`config.mk`:
```
export PLATFORM = sky130hd
export DESIGN_NAME = pulse_generator
export DESIGN_NICKNAME = d
export VERILOG_FILES = /design/src/rtl/pulse_generator.sv
export SDC_FILE = /design/constraint.sdc
export NUM_CORES = 1
export LEC_CHECK = 0
export CORE_UTILIZATION = 50
export CTS_BUF_LIST = sky130_fd_sc_hd__clkbuf_16
export CTS_CLUSTER_DIAMETER = 60
export DETAILED_ROUTE_END_ITERATION = 16
export DONT_BUFFER_PORTS = 1
export GPL_TIMING_DRIVEN = 0
export PLACE_DENSITY = 0.71
export RECOVER_POWER = 100
export SETUP_SLACK_MARGIN = 0.2
export SYNTH_ARGS = -nofsm -noshare
export SYNTH_HDL_FRONTEND = slang
export SYNTH_SLANG_ARGS = --single-unit
```
`constraint.sdc`:
```
create_clock -name clk_4mhz -period 4.85 [get_ports clk_4mhz]
set_input_delay 0 -clock clk_4mhz [delete_from_list [all_inputs] [get_ports clk_4mhz]]
set_output_delay 0 -clock clk_4mhz [all_outputs]
set_load 0.005 [all_outputs]
```
`src/rtl/pulse_generator.sv`:
```
// pulse_generator: programmable high/low pulse train with shadowed lengths and period counting
module pulse_generator #(
  parameter int WIDTH  = 24,
  parameter int NPER_W = 16
) (
  input  logic              clk_4mhz,
  input  logic              reset,
  input  logic              run,
  input  logic              load,
  input  logic [WIDTH-1:0]  high_len,
  input  logic [WIDTH-1:0]  low_len,
  input  logic [NPER_W-1:0] n_periods,
  output logic              cnt_out,
  output logic              en_out,
  output logic              period_done,
  output logic              busy,
  output logic              cfg_err,
  output logic [NPER_W-1:0] periods
);
  localparam logic [1:0] IDLE = 2'd0;
  localparam logic [1:0] HIGH = 2'd1;
  localparam logic [1:0] LOW  = 2'd2;

  logic [1:0]        state_q, state_d;
  logic [WIDTH-1:0]  ph_q, ph_d;
  logic [WIDTH-1:0]  sh_hi_q, sh_hi_d, sh_lo_q, sh_lo_d;
  logic [WIDTH-1:0]  act_hi_q, act_hi_d, act_lo_q, act_lo_d;
  logic [NPER_W-1:0] nper_q, nper_d, done_cnt_q, done_cnt_d;
  logic              cfg_err_q, cfg_err_d;
  logic              cnt_out_q, cnt_out_d, en_out_q, en_out_d, busy_q, busy_d;
  logic              period_done_q, period_done_d;
  logic [NPER_W-1:0] periods_q, periods_d;

  logic [WIDTH-1:0]  eff_hi, eff_lo;
  logic [NPER_W:0]   next_cnt;
  logic              eff_zero, last, more, idle_start, start, hi_end;

  // A load on the start edge bypasses the shadow so new lengths apply at once
  always_comb begin
    eff_hi     = load ? high_len : sh_hi_q;
    eff_lo     = load ? low_len : sh_lo_q;
    eff_zero   = (eff_hi == '0) && (eff_lo == '0);
    hi_end     = (state_q == HIGH) && (ph_q == WIDTH'(1));
    last       = (hi_end && (act_lo_q == '0)) || ((state_q == LOW) && (ph_q == WIDTH'(1)));
    next_cnt   = {1'b0, done_cnt_q} + (NPER_W+1)'(1);
    more       = (nper_q == '0) || (next_cnt < {1'b0, nper_q});
    idle_start = (state_q == IDLE) && run && !eff_zero;
    start      = idle_start || (last && run && more && !eff_zero);
  end

  // Phase sequencing, shadow/active length handling and sticky config error
  always_comb begin
    sh_hi_d       = eff_hi;
    sh_lo_d       = eff_lo;
    act_hi_d      = start ? eff_hi : act_hi_q;
    act_lo_d      = start ? eff_lo : act_lo_q;
    nper_d        = idle_start ? n_periods : nper_q;
    done_cnt_d    = idle_start ? '0 : last ? (&done_cnt_q ? done_cnt_q : next_cnt[NPER_W-1:0]) : done_cnt_q;
    state_d       = start ? ((eff_hi != '0) ? HIGH : LOW) : last ? IDLE : hi_end ? LOW : state_q;
    ph_d          = start ? ((eff_hi != '0) ? eff_hi : eff_lo) : last ? '0 : hi_end ? act_lo_q :
                    (state_q == IDLE) ? ph_q : ph_q - WIDTH'(1);
    cfg_err_d     = (eff_zero && (((state_q == IDLE) && run) || last)) ? 1'b1 :
                    (load && ((high_len != '0) || (low_len != '0))) ? 1'b0 : cfg_err_q;
    cnt_out_d     = state_q == HIGH;
    en_out_d      = state_q != IDLE;
    busy_d        = state_q != IDLE;
    period_done_d = last;
    periods_d     = done_cnt_q;
  end

  // State and registered outputs
  always_ff @(posedge clk_4mhz) begin
    if (reset) begin
      state_q       <= IDLE;
      ph_q          <= '0;
      sh_hi_q       <= '0;
      sh_lo_q       <= '0;
      act_hi_q      <= '0;
      act_lo_q      <= '0;
      nper_q        <= '0;
      done_cnt_q    <= '0;
      cfg_err_q     <= 1'b0;
      cnt_out_q     <= 1'b0;
      en_out_q      <= 1'b0;
      busy_q        <= 1'b0;
      period_done_q <= 1'b0;
      periods_q     <= '0;
    end else begin
      state_q       <= state_d;
      ph_q          <= ph_d;
      sh_hi_q       <= sh_hi_d;
      sh_lo_q       <= sh_lo_d;
      act_hi_q      <= act_hi_d;
      act_lo_q      <= act_lo_d;
      nper_q        <= nper_d;
      done_cnt_q    <= done_cnt_d;
      cfg_err_q     <= cfg_err_d;
      cnt_out_q     <= cnt_out_d;
      en_out_q      <= en_out_d;
      busy_q        <= busy_d;
      period_done_q <= period_done_d;
      periods_q     <= periods_d;
    end
  end

  assign cnt_out     = cnt_out_q;
  assign en_out      = en_out_q;
  assign busy        = busy_q;
  assign period_done = period_done_q;
  assign cfg_err     = cfg_err_q;
  assign periods     = periods_q;
endmodule

```
# Word level (Yosys, flattened, before mapping)
# Index checks and enable logic that the tools add are counted.
totals:
  inputBits: 68
  register_bits: 150
  out_inout_bits: 21
  wordCells: 64
op_classes:
  n_lt_le_gt_ge: 1
  addsub: 2
  bitwise: 1
  n_reduce_logical: 31
  n_mux: 13
  n_eq_ne: 4
ops:
  columns: ["operator", "n"]
  rows:
  - ["$mux 24", 7]
  - ["$logic_not 24->1", 3]
  - ["$reduce_bool 24->1", 3]
  - ["$eq 24x1->1 const B", 1]
  - ["$sub 24x1->24 const B", 1]
  - ["$add 16x1->17 const B", 1]
  - ["$lt 17x16->1", 1]
  - ["$logic_not 16->1", 1]
  - ["$reduce_and 16->1", 1]
  - ["$logic_and 1x1->1", 11]
  - ["$mux 2", 4]
  - ["$logic_or 1x1->1", 5]
  - ["$ne 4x4->1 const B", 1]
  - ["$reduce_bool 2->1", 2]
  - ["$reduce_bool 3->1", 1]
  - ["$eq 2x1->1 const B", 1]
  - ["$eq 2x2->1 const B", 1]
  - ["$logic_not 2->1", 1]
  - ["$mux 1", 2]
  - ["$reduce_and 2->1", 1]
  - ["$reduce_or 2->1", 1]
  - ["$logic_not 1->1", 1]
  - ["$not 1->1", 1]

# Longest topological paths before layout
# Gate-level depths: netlist of the first run.
logic_depth:
  word_depth: 9
  ltp_mapped: 15
  ltp_nobuf: 13

# Worst setup path after synthesis of the first run
# Ideal clock, no wire load.
synth_timing:
  path_type: "register to register"
  from: "reg done_cnt_q[2]"
  to: "reg act_lo_q[10]"
  setup_ns: 0.121
  path_buffers: 2
  slack_ns: 1.213
  required_time_ns: 4.729
  t_arrival_ns: 3.517
  path_stages_with_launch: 15
  period_less_slack_ns: 3.637
  cell_sequence: "dfxtp_1 -> clkbuf_1 -> nand4_1 -> nor3_1 -> nand2_1 -> or3_1 -> xnor2_1 -> ha_1 -> and3_1 -> a2111oi_0 -> o211ai_1 -> a22oi_1 -> o21ai_1 -> clkbuf_1 -> mux2_2"
synth_via:
  elab_chain_cells: 6
synth_lines:
  columns: ["element", "line", "rtl"]
  rows:
  - ["from (decl)", "28", "logic [NPER_W-1:0] nper_q, nper_d, done_cnt_q, done_cnt_d;"]
  - ["from (signal assigned)", "96", "done_cnt_q <= done_cnt_d;"]
  - ["$add 16x1->17", "45", "next_cnt = {1'b0, done_cnt_q} + (NPER_W+1)'(1);"]
  - ["via next_cnt[15]", "35", "logic [NPER_W:0] next_cnt;"]
  - ["$lt 17x16->1", "46", "more = (nper_q == '0) || (next_cnt < {1'b0, nper_q});"]
  - ["$logic_or 1x1->1", "46", null]
  - ["$logic_and 1x1->1 (2 in a row)", "48", "start = idle_start || (last && run && more && !eff_zero);"]
  - ["$logic_or 1x1->1", "48", null]
  - ["to (signal assigned)", "94", "act_lo_q <= act_lo_d;"]
  - ["to (decl)", "27", "logic [WIDTH-1:0] act_hi_q, act_hi_d, act_lo_q, act_lo_d;"]
# The timed path passes the listed nets, and every way through them passes these cells.
# A chain may end at the register's enable or synchronous reset.

# Worst setup path after layout of the first run
layout_timing:
  from: "reg done_cnt_q[2]"
  to: "reg act_lo_q[17]"
# The elaborated chain is that of the path after synthesis.

==> metrics.txt, run 1 <==
Die Footprint=between 0.015 and 0.02 mm^2; outcome=completed; synthesis warning total=0; worst skew pair latency=around 430 ps; Pleak=about 3.6 nW; std cell rows=44; Yosys cell types=between 60 and 70; DP HPWL=between 15000 and 20000 um; layout cells sized above 1=between 9 and 10%; worst min path class=in2reg; Worst slew margin=about a tenth; Final GP Congestion=about 0.94; critical path startpoint category=register; Worst EP arrival=between 4000 and 5000 ps; skew final=approximately 8.9 ps; Via Count=roughly 7000; post-synth top area share=about two fifths; I/O pin cnt=89; CTS max path bufs=2; fin crit share=89.9%; highest attainable clock frequency=between 200 and 250 MHz; placed cell area=just under 0.008 mm^2; GRT Overall Usage=between 20% and 30%; H-tree level count=4; TritonCTS Sinks=150; DRC Markers=0; CTS Buf Count=17; Synth Area per Inst=around 8.7 um^2; pin count of the biggest net entering global routing=17; Power Density=between 300 and 400 mW/mm^2; ys flop type=dfxtp_1; WP data required=5160 ps; Sequential Area=around 0.003 mm^2; antenna violations before repair=0; min cycle time layout=roughly 4400 ps; Synth area leaders=dfxtp_1, nor2_1, mux2i_1; number of enable flip-flop cells after synthesis=0; Sum Neg Setup Slack=0 ps; asr flop ratio synth=0%; drt wl/cell=19.6 um; Max-cap violations=0; CTS clk-pin slew, worst paths=~60 ps; Port Buf Inserts=0; Final setup viols=0; die height=126 um; fin nets=1056; post-synth top area cell=dfxtp_1; antenna-violating nets left=0; critical path type=reg2reg; Hold Crit Depth=5; crit end category=register; drt total wl=about 23000 um; Post-Synthesis Net Count=slightly below 1000; unrepaired setup endpoints after global routing=no; GRT Residual Overflow=0; TritonCTS clock tree=yes; actual slew at the worst max-slew pin=about 1300 ps; area of the multi-input gates=roughly 0.0044 mm^2; critical path fanouts, max=10; drt first pass iters=5; Mapped Area=roughly 0.0077 mm^2; R2R depth=14; Syn Inst Count=slightly below 900; final instance area=~0.0091 mm^2; DIE WIDTH=roughly 130 um; core footprint=between 0.01 and 0.015 mm^2; drt initial violations=approximately 590; global-route wire length before repair=~36000 um; vias in the first global route=around 6800; Initial Util=roughly 52%; Max Transition Viols Final=0; sequential share of the synthesized area=between 30% and 40%; Seq cells post-synth=150; diode count=0; average vias per placed instance=between 6 and 7; fillers=about 1300; CTS root buf=clkbuf_16; final hold violations=0; synth-to-layout area growth=19.1%; VDD IR max=between 0.2 and 0.3 mV
what timing repair did:
item                                    CTS  global route
setup buffers                             0             1
hold buffers                             65             0
endpoints found under the hold margin   104             0
gates resized for setup                   0             5
endpoints found under the setup margin    0            39
registers in the layout, summed over array words and instances, names as in the netlist:
name and cells:
periods 16, busy 1, sh_hi_q 24, cnt_out 1, done_cnt_q 16, period_done 1, ph_q 24, sh_lo_q 24
act_lo_q 24, nper_q 16, cfg_err 1, state_q 2
cells in the final DEF (no fill, tap or decap), types with 3 or more instances in the layout:
cell / n
nand2_1: 29
bufinv_16: 3
inv_1: 25
nor4_1: 26
or2_2: 4
nand3_1: 14
dlygate4sd3_1: 65
xor2_1: 14
ha_1: 18
o22ai_1: 9
nor2b_1: 46
clkinv_1: 3
a21oi_1: 84
o211ai_1: 5
and3_1: 4
or3_1: 14
xnor2_1: 27
nand4_1: 11
nor2_1: 139
o21ai_0: 27
clkbuf_1: 43
dfxtp_1: 150
nor3_1: 23
mux2i_1: 49
nand2b_1: 9
mux2_2: 36
buf_2: 3
a2111oi_2: 4
a22oi_1: 10
mux4_2: 5
o31ai_1: 4
or4_1: 11
clkbuf_16: 17
logic make-up (layout without fill, tap and decap cells):
logic type | count (synthesis) | count (layout) | synth area share, %
buf+inv | 75 | 172 | 3.90
flops | 150 | 150 | 39.2
fa+ha+maj | 18 | 18 | 2.94
xor+xnor | 41 | 41 | 4.68
simple gates | 343 | 343 | 22.7
compound gates | 168 | 168 | 13.5
mux | 90 | 90 | 13.1
synth_stat cells, types with 14 or more instances:
library cell,count
dfxtp_1,150
xnor2_1,27
nor2_1,139
a21oi_1,84
nand3_1,14
mux2i_1,49
xor2_1,14
nor4_1,26
nor3_1,23
or3_1,14
ha_1,18
o21ai_0,25
inv_1,24
nor2b_1,46
nand2_1,29
mux2_2,36
clkbuf_1,38
worst max-delay path, stage by stage, from the launching register on:
cell       delay [ps]
dfxtp_1           310
clkbuf_1          280
nand4_1           260
nor3_2            370
nand2_1           140
or3_1             410
xnor2_1           240
ha_1              280
and3_1            180
a2111oi_0         380
o211ai_1          160
a22oi_1           310
o21ai_0           240
clkbuf_1          350
mux2_2            350
path summary, 6_finish.rpt:
check,from,to,slack [ps]
worst max register to register,done_cnt_q[2]$_SDFFE_PP0P_,act_lo_q[17]$_SDFFE_PP0N_,490
worst max-delay path,done_cnt_q[2]$_SDFFE_PP0P_,act_lo_q[17]$_SDFFE_PP0N_,490
worst min-delay path,low_len[20],cfg_err$_SDFFE_PP0P_,9
worst min register to register,done_cnt_q[8]$_SDFFE_PP0P_,periods[8]$_SDFF_PP0_,530
report_power, final:
part / switching (mW) / internal (mW)
Sequential: 0.0762 / 1.31
Combinational: 0.332 / 0.255
Clock: 0.531 / 0.802
per-layer routing:
layer	vias up	track usage, %	wire length, um
met5	-	0	0
met3	75	5.61	1680
li1	3327	-	-
met4	0	12.8	805
met1	3332	39.7	9930
met2	304	47.1	10500
per-stage QoR:
stage	hold WS, ps	utilization, %	power, mW	instances	setup WS (ps)
5_1_grt	31.8	61.9	3.43	1166	164
6_report	8.88	61.9	3.30	1166	491
3_5_place_dp	148	53.5	1.93	1069	415
3_3_place_gp	140	53.5	1.92	1069	409
2_1_floorplan	139	-	1.79	885	1210
4_1_cts	0.0892	61.9	3.29	1165	377
layout make-up:
cell class	count	share of cell area [%]
Buffer	51	2.29
Sequential cell	150	32.9
Inverter	24	0.986
Tap cell	184	2.52
Clock inverter	14	1.75
Timing Repair Buffer	66	7.16
Multi-Input combinational cell	660	47.8
Clock buffer	17	4.66
Power figures use the tool's default switching activity.
==> inputs of run 2 (changes only) <==
--- a/config.mk
+++ b/config.mk
@@ -5,13 +5,14 @@
 export SDC_FILE = /design/constraint.sdc
 export NUM_CORES = 1
 export LEC_CHECK = 0
+export CORE_MARGIN = 2
 export CORE_UTILIZATION = 50
 export CTS_BUF_LIST = sky130_fd_sc_hd__clkbuf_16
 export CTS_CLUSTER_DIAMETER = 60
 export DETAILED_ROUTE_END_ITERATION = 16
 export DONT_BUFFER_PORTS = 1
 export GPL_TIMING_DRIVEN = 0
-export PLACE_DENSITY = 0.71
+export PLACE_DENSITY = 0.62
 export RECOVER_POWER = 100
 export SETUP_SLACK_MARGIN = 0.2
 export SYNTH_ARGS = -nofsm -noshare
==> run 2 against run 1 <==
Net effect:
- combinational power rose by 1%
- clock-buffer cell count did not move
- sequential power barely moved
- die area rose by 3.2%
- power fell by 3.8%
- hold slack improved by 26 ps
- first-iteration DRC count rose by 14%
- flip-flop and latch count did not move
- wire length rose by 3.5%
- critical endpoint is now act_lo_q[1]$_SDFFE_PP0N_
- largest cell class unchanged
- highest routed layer unchanged
==> metrics.txt, run 2 (synthesized netlist as in run 1, its figures left out) <==
CTS clk-pin slew, worst paths=60 ps (about the same); fillers=1362 (was 1263); Port Buf Inserts=0 (unchanged); worst min path class=in2reg (unchanged); Initial Util=50.8% (was 52.0%); Pleak=3.54 nW (was 3.57 nW); Max Transition Viols Final=0 (unchanged); outcome=completed (unchanged); sw power=960 uW (was 939 uW); DIE WIDTH=128 um (was 126 um); VDD IR max=0.242 mV (was 0.293 mV); global-route wire length before repair=36700 um (was 36400 um); GRT Residual Overflow=0 (unchanged); area of the multi-input gates=0.00437 mm^2 (was 0.00436 mm^2); DP HPWL=17800 um (was 16600 um); vias in the first global route=6818 (was 6814); drt wl/cell=20.2 um (was 19.6 um); Final setup viols=0 (unchanged); critical path startpoint category=register (unchanged); most used cell, CP=clkbuf_1 (unchanged); CTS root buf=clkbuf_16 (unchanged); P_int=2.22 mW (was 2.36 mW); H-tree level count=4 (unchanged); WP data required=5160 ps (about the same); drt first pass iters=5 (unchanged); layout cells sized above 1=9.04% (was 9.06%); diode count=0 (unchanged); min cycle time layout=4470 ps (was 4360 ps); skew final=13.5 ps (was 8.95 ps); I/O pin cnt=89 (unchanged); drt initial violations=671 (was 591); Die Footprint=0.0163 mm^2 (was 0.0158 mm^2); highest attainable clock frequency=224 MHz (was 229 MHz); TritonCTS Sinks=150 (unchanged); switching part of the total=30.2% (was 28.4%); fin nets=1057 (was 1056); final hold violations=0 (unchanged); GRT Overall Usage=29.2% (was 29.7%); actual slew at the worst max-slew pin=1230 ps (was 1350 ps); Logic pwr share=18.7% (was 17.8%); fin crit share=92.2% (was 89.9%); most frequent cells in the layout=dfxtp_1, nor2_1, a21oi_1 (unchanged); core footprint=0.0151 mm^2 (was 0.0148 mm^2); critical path type=reg2reg (unchanged); critical path fanouts, max=10 (unchanged); antenna violations before repair=0 (unchanged); Setup WS pre-CTS=419 ps (was 415 ps); crit end category=register (unchanged); Final GP Congestion=0.991 (was 0.944); clock share of power=37.8% (was 40.3%); drt total wl=23700 um (was 22900 um); Seq pwr share=43.5% (was 41.9%); Worst slew margin=17.6% (was 9.49%); CTS max path bufs=2 (unchanged); Worst EP arrival=4780 ps (was 4670 ps); Worst Setup Slack, final=377 ps (was 491 ps); synth-to-layout area growth=18.6% (was 19.1%); CP max stage delay=420 ps (was 410 ps); CTS Buf Count=17 (unchanged); Power Density=349 mW/mm^2 (was 362 mW/mm^2); crit path cell chain=clkbuf_1 > nand4_1 > nor3_2 > nand2_1 > or3_1 > xnor2_1 > ha_1 > and3_1 > a2111oi_0 > o211ai_1 > a22oi_1 > o21ai_0 > clkbuf_1 > mux2_2 (unchanged); commonest non-fill, non-tap cell in the layout=dfxtp_1 (unchanged); antenna-violating nets left=0 (unchanged); Sum Neg Setup Slack=0 ps (unchanged); average vias per placed instance=6.06 (was 6.04); CP max stage cell=or3_1 (unchanged); worst skew pair latency=430 ps (about the same); pin count of the biggest net entering global routing=17 (unchanged); die height=128 um (was 126 um); Via Count=7108 (was 7038); DRC Markers=0 (unchanged); Sequential Area=0.00300 mm^2 (unchanged); Max-cap violations=0 (unchanged); std cell rows=45 (was 44); TritonCTS clock tree=yes (unchanged); unrepaired setup endpoints after global routing=no (unchanged); hold_ws=34.5 ps (was 8.88 ps)
## run 2: path summary, 6_finish.rpt
kind	from	end	slack (ps)	cells past startpoint
worst max register to register	done_cnt_q[2]$_SDFFE_PP0P_	act_lo_q[1]$_SDFFE_PP0N_	380	14
worst max-delay path	done_cnt_q[2]$_SDFFE_PP0P_	act_lo_q[1]$_SDFFE_PP0N_	380	14
worst min-delay path	low_len[11]	ph_q[11]$_SDFFE_PP0P_	30	3
worst min register to register	sh_lo_q[1]$_SDFF_PP0_	sh_lo_q[1]$_SDFF_PP0_	530	2
## run 2: per-layer routing
layer	global-route usage [%]	wire length [um]	up-vias
li1	-	-	3330
met2	44.8	10500	299
met4	8.92	547	0
met5	0	0	-
met1	41.6	10900	3424
met3	5.80	1740	55
## run 2: stage by stage
step                      total power, mW  instance area, um^2  utilization [%]  instances
after floorplan                      1.79                 7670                -        885
after global placement               1.92                 7910             52.4       1073
after detailed placement             1.94                 7910             52.4       1073
after CTS                            3.18                 9090             60.3       1171
after global routing                 3.30                 9100             60.3       1172
final                                3.18                 9100             60.3       1172
## run 2: cell type report
cell class / instances / area share (%)
Sequential cell: 150 / 33.0
Inverter: 24 / 0.990
Clock buffer: 17 / 4.68
Timing Repair Buffer: 67 / 7.30
Multi-Input combinational cell: 660 / 48.0
Tap cell: 188 / 2.59
Clock inverter: 15 / 1.14
Buffer: 51 / 2.28
## run 2: timing repair
item / CTS / global route
setup buffers: 0 / 1
setup endpoints to repair: 0 / 34
resized for setup: 0 / 1
hold buffers: 66 / 0
endpoints found under the hold margin: 100 / 0
## run 2: worst max-delay path: cells and delay by family, from the launching register on
family | cells | cell delay (ps)
compound gates | 4 | 1120
xor+xnor | 1 | 200
fa+ha+maj | 1 | 270
buf+inv | 2 | 690
flops | 1 | 300
mux | 1 | 370
simple gates | 5 | 1420
## run 2: power groups by stage
stage / combinational (mW) / clock, mW / sequential, mW
CTS: 0.582 / 1.22 / 1.38
finish: 0.593 / 1.20 / 1.38
floorplan: 0.412 / 0 / 1.38
global placement: 0.516 / 0 / 1.40
detailed placement: 0.532 / 0 / 1.41
global route: 0.648 / 1.26 / 1.39
